--- config.mk ---
export PLATFORM = sky130hd
export DESIGN_NAME = demux_rr
export DESIGN_NICKNAME = d
export VERILOG_FILES = /design/src/rtl/demux_rr.sv
export SDC_FILE = /design/constraint.sdc
export NUM_CORES = 1
export LEC_CHECK = 0
export ABC_AREA = 1
export BUFFER_PORTS_ARGS = -buffer_cell sky130_fd_sc_hd__buf_2
export CAP_MARGIN = 5
export CELL_PAD_IN_SITES_DETAIL_PLACEMENT = 0
export CELL_PAD_IN_SITES_GLOBAL_PLACEMENT = 1
export CORE_MARGIN = 2
export CORE_UTILIZATION = 36
export DETAILED_ROUTE_END_ITERATION = 6
export PLACE_DENSITY_LB_ADDON = 0.05
export SLEW_MARGIN = 40
export SYNTH_ARGS = -nofsm -noshare
export SYNTH_HDL_FRONTEND = slang
export SYNTH_SLANG_ARGS = --single-unit
--- constraint.sdc ---
create_clock -name clk2f -period 3 [get_ports clk2f]
set_input_delay 0.45 -clock clk2f [delete_from_list [all_inputs] [get_ports clk2f]]
set_output_delay 0.45 -clock clk2f [all_outputs]
set_load 0.01 [all_outputs]
--- src/rtl/demux_rr.sv ---
// Round-robin demultiplexer: routes a single input word stream onto N_CH
// channels, either burst-locked (MODE 0) or word-by-word (MODE 1).
module demux_rr #(
    parameter int DATA_W    = 8,
    parameter int N_CH      = 4,
    parameter int MODE      = 0,
    parameter int MAX_BURST = 16
) (
    input  logic                     clk2f,
    input  logic                     reset,
    input  logic [DATA_W-1:0]        data_in,
    input  logic                     valid_in,
    input  logic [N_CH-1:0]          ch_en,
    output logic [N_CH*DATA_W-1:0]   data_out,
    output logic [N_CH-1:0]          valid_out,
    output logic [3:0]               active_ch,
    output logic [15:0]              drop_cnt
);

    localparam int          PW     = $clog2(N_CH);
    localparam int unsigned NCH_U  = N_CH;

    typedef enum logic [1:0] {IDLE, TRANS, GAP} state_t;

    state_t        state;
    logic [PW-1:0] ptr;
    logic [PW-1:0] act;
    logic [7:0]    burst_cnt;

    logic [PW-1:0] base;
    logic [PW-1:0] sel;
    logic          found;
    logic          locked;
    logic          take;
    logic [PW-1:0] route_ch;
    int unsigned   idx;

    function automatic logic [PW-1:0] inc(input logic [PW-1:0] c);
        return (32'(c) == NCH_U - 1) ? '0 : c + 1'b1;
    endfunction

    // A full MODE 0 burst restarts the search just past the channel it used.
    always_comb begin
        locked   = (state == TRANS) && (MODE == 0) && (burst_cnt < 8'(MAX_BURST));
        base     = ((state == TRANS) && (MODE == 0)) ? inc(act) : ptr;
        sel      = '0;
        found    = 1'b0;
        idx      = 0;
        for (int unsigned i = 0; i < NCH_U; i++) begin
            idx = (32'(base) + i) % NCH_U;
            if (!found && ch_en[PW'(idx)]) begin
                found = 1'b1;
                sel   = PW'(idx);
            end
        end
        take     = valid_in && (locked || found);
        route_ch = locked ? act : sel;
    end

    always_ff @(posedge clk2f or posedge reset) begin
        if (reset) begin
            state     <= IDLE;
            ptr       <= '0;
            act       <= '0;
            burst_cnt <= '0;
            drop_cnt  <= '0;
            valid_out <= '0;
            data_out  <= '0;
        end else begin
            valid_out <= '0;
            data_out  <= '0;
            if (take) begin
                valid_out[route_ch]                      <= 1'b1;
                data_out[32'(route_ch)*DATA_W +: DATA_W] <= data_in;
                act       <= route_ch;
                state     <= TRANS;
                burst_cnt <= locked ? burst_cnt + 8'd1 : 8'd1;
                if (MODE != 0)
                    ptr <= inc(route_ch);
                else if (state == TRANS && !locked)
                    ptr <= inc(act);
            end else if (valid_in) begin
                if (drop_cnt != 16'hFFFF)
                    drop_cnt <= drop_cnt + 16'd1;
                if (state == TRANS) begin
                    state <= GAP;
                    if (MODE == 0)
                        ptr <= inc(act);
                end
            end else if (state == TRANS) begin
                ptr   <= inc(act);
                state <= GAP;
            end
        end
    end

    assign active_ch = 4'(act);

endmodule

==> impl_metrics.toml <==
[synth]
netlist_instances = 407
synth_area_um2 = 3380
yosys_register_bits = 66
synth.distinct_cells = 31
syn_avg_cell_area_um2 = 8.31
yosysSeqAreaShare = 0.488
synth_warnings = 0

[global_route]
antenna_found_initial = 0
grt_pass1_wl_mm = 13.6
grt-ovfl-total = 0
grt_max_degree = 35
grt_pass1_vias = 2752
grt_util_all_layers = 0.172

[cts]
clockRootBuffer = "clkbuf_8"
htreeDepth = 3
path_clk_slew_ns = 0.09
cts_tree = "done"
insertion_delay_ns = 0.34
clock-sinks = 66
cts_hold_buf = 0
cts_made_buffers = 9
clock_path_buffers = 2

[final_layout]
layout_commonest_cell = "nand2_1"
stdcell_area_um2 = 4160
drive_gt1_frac = 0.277
fin_util = 0.452
num-fill-cells = 955
areaGrowthSynthToFinish_pct = 22.9
antenna_cells = 0
layout.nets = 512
final_cell_mix = "nand2_1 (107), buf_2 (68), dfrtp_1 (66), nor2_1 (47), inv_1 (41)"

[floorplanning]
io_pins = 71
core_um2 = 9200
die-area_um2 = 10200
row_count = 35
die-width_um = 101
die_h_um = 101
initial_utilization = 0.368

[sta]
setup_violations = 0
worstMarginPinSlew_ns = 0.725
drv_slew = 0
fin_crit_sh = 0.918
timing.slew.headroom = 0.516
fin_skew_ns = 0.00922
fmax_mhz = 363
post-route-min-period_ns = 2.75
hold_violations = 0

[placement]
dp.final_hpwl_mm = 5.84
gp_congestion = 0.808
io_buffers = 68
dpl_cell_area_um2 = 3880

[flow_run]
drv_cap = 0

[route]
wl_per_cell_um = 13.4
via_count = 2822
viasPerCell = 4.66
first_pass_iters = 4
routed_wl_mm = 8.12
drt_iter0_markers = 80
ant_nets = 0
drcViolationCount = 0

[setup_path]
crit_family = "simple AND/OR/NAND/NOR gates"
path_buf_inv = 3
required_ns = 3.28
cpPeakStageDelay_ns = 0.40
path_class = "register to register"
critical-path-slowest-cell = "dfrtp_1"
worstSetupEndpointType = "register"
crit_chain = "ha_1, nand3_1, nand2_2, nand2_1, nand2_2, nand2_1, nand2_4, nor2_2, nand2_1, nand3_1, inv_1, nand3_1, nand2_2, inv_1, ha_1, nor2_2, buf_4, nand4_1, nor2_1"
cp_max_fo = 8
start_kind = "register"
critical_path_arrival_ns = 3.03

[pwr]
intPower_mw = 2.25
ir_worst_vdd_mv = 0.566
cellPowerDensity_nw_per_um2 = 1000
combPwrFrac = 0.539
clockPowerShare = 0.192
switching_share = 0.462
power_frac_seq = 0.269
p_total_mw = 4.18
leakage_nw = 2.25
netSwitchingPower_mw = 1.93

[min_path]
min_path_type = "input port to asynchronous set/reset pin"

[outcome]
status = "finished clean"
-- cell usage after synthesis --
| cell | n | area share |
|---|---|---|
| nand2_1 | 110 | 0.12 |
| dfrtp_1 | 66 | 0.49 |
| nor2_1 | 50 | 0.055 |
| inv_1 | 42 | 0.047 |
| nand3_1 | 25 | 0.037 |
| nand4_1 | 13 | 0.024 |
| nand2_2 | 11 | 0.020 |
| xor2_1 | 11 | 0.028 |
| o21ai_0 | 10 | 0.015 |
| nand3b_1 | 9 | 0.020 |
| ha_1 | 8 | 0.030 |
| nor3_1 | 5 | 0.0074 |
| buf_4 | 4 | 0.0089 |
| nand3_2 | 4 | 0.012 |
| nor2_2 | 4 | 0.0074 |
| nor2_4 | 4 | 0.013 |
| o21ai_2 | 4 | 0.010 |
| xnor2_1 | 4 | 0.010 |
| buf_6 | 3 | 0.010 |
| clkbuf_1 | 3 | 0.0033 |
| inv_2 | 3 | 0.0033 |
| a21oi_1 | 2 | 0.0030 |
| a31oi_1 | 2 | 0.0037 |
| nand2_4 | 2 | 0.0067 |
| o31ai_1 | 2 | 0.0044 |
| and3_1 | 1 | 0.0019 |
| buf_1 | 1 | 0.0011 |
| conb_1 | 1 | 0.0011 |
| nor4_1 | 1 | 0.0019 |
| o21ai_1 | 1 | 0.0015 |
| or2_2 | 1 | 0.0019 |
-- layout make-up --
type / count / area [µm²] / share of cell area
clock buffers: 10 / 138 / 0.0331
clock inverters: 6 / 72.6 / 0.0175
inverters: 45 / 169 / 0.0406
multi-input cells: 286 / 1530 / 0.369
flip-flops and latches: 66 / 1650 / 0.397
well taps: 111 / 139 / 0.0334
repair buffers: 81 / 454 / 0.109
-- registers in the layout (all words and copies together) (netlist names) --
register / cells
ptr: 2
data_out: 32
drop_cnt: 16
act: 2
valid_out: 4
state: 2
burst_cnt: 8
-- kinds of logic after synthesis --
kind of cell,Yosys count,synth area share
AOI/OAI and AO/OA,21,0.0377
buffers and inverters,56,0.0732
other,1,0.00111
and+or+nand+nor,240,0.331
DFF,66,0.488
xor gates and xnor gates,15,0.0388
adders and majority gates,8,0.0296
-- metal layers --
| layer | up-vias | wire, µm | track usage | share of wire |
|---|---|---|---|---|
| li1 | 1444 | - | - | - |
| met1 | 1316 | 3820 | 0.236 | 0.47 |
| met2 | 53 | 3900 | 0.271 | 0.48 |
| met3 | 9 | 296 | 0.0354 | 0.036 |
| met4 | 0 | 112 | 0.0624 | 0.014 |
| met5 | - | 0 | 0 | 0 |
-- worst paths after layout --
check | cells past startpoint | slack, ns | startpoint | endpoint
worst max-delay path | 19 | 0.25 | act[1] | data_out[11]
worst min-delay path | 2 | 0.22 | reset | drop_cnt[12]
worst max register to register | 19 | 0.25 | act[1] | data_out[11]
worst min register to register | 2 | 0.51 | burst_cnt[7] | burst_cnt[7]
max in group asynchronous | 3 | 2.12 | reset | act[1]
min in group clk2f | 3 | 0.36 | data_in[3] | data_out[19]
-- worst register-to-register path: cells and delay by family, from the launching register on --
kind,cells,cell delay (ns)
adders and majority gates,2,0.62
buffers and inverters,3,0.32
DFF,1,0.40
and+or+nand+nor,14,1.36
-- power by group through the flow --
| stage | clock network (mW) | registers, mW | logic (mW) |
|---|---|---|---|
| after floorplan | 0 | 1.19 | 1.44 |
| after global placement | 0 | 1.14 | 2.08 |
| after detailed placement | 0 | 1.14 | 2.07 |
| after CTS | 0.834 | 1.13 | 2.08 |
| after global routing | 0.871 | 1.15 | 2.55 |
| final | 0.803 | 1.12 | 2.25 |
-- stage by stage --
stage	cells	TNS (ns)	worst slack [ns]	hold slack, ns
after floorplan	408	0	0.0500	0.468
after global placement	586	0	0.201	0.484
after detailed placement	586	0	0.111	0.492
after CTS	602	0	0.0817	0.235
after global routing	605	-0.0540	-0.0210	0.275
final	605	0	0.246	0.220
-- repair_timing --
item	in CTS	in global routing
endpoints found under the setup margin	0	32
setup buffers	0	2
resized for setup	0	14
Note: power is estimated with default switching activity, not from simulation.
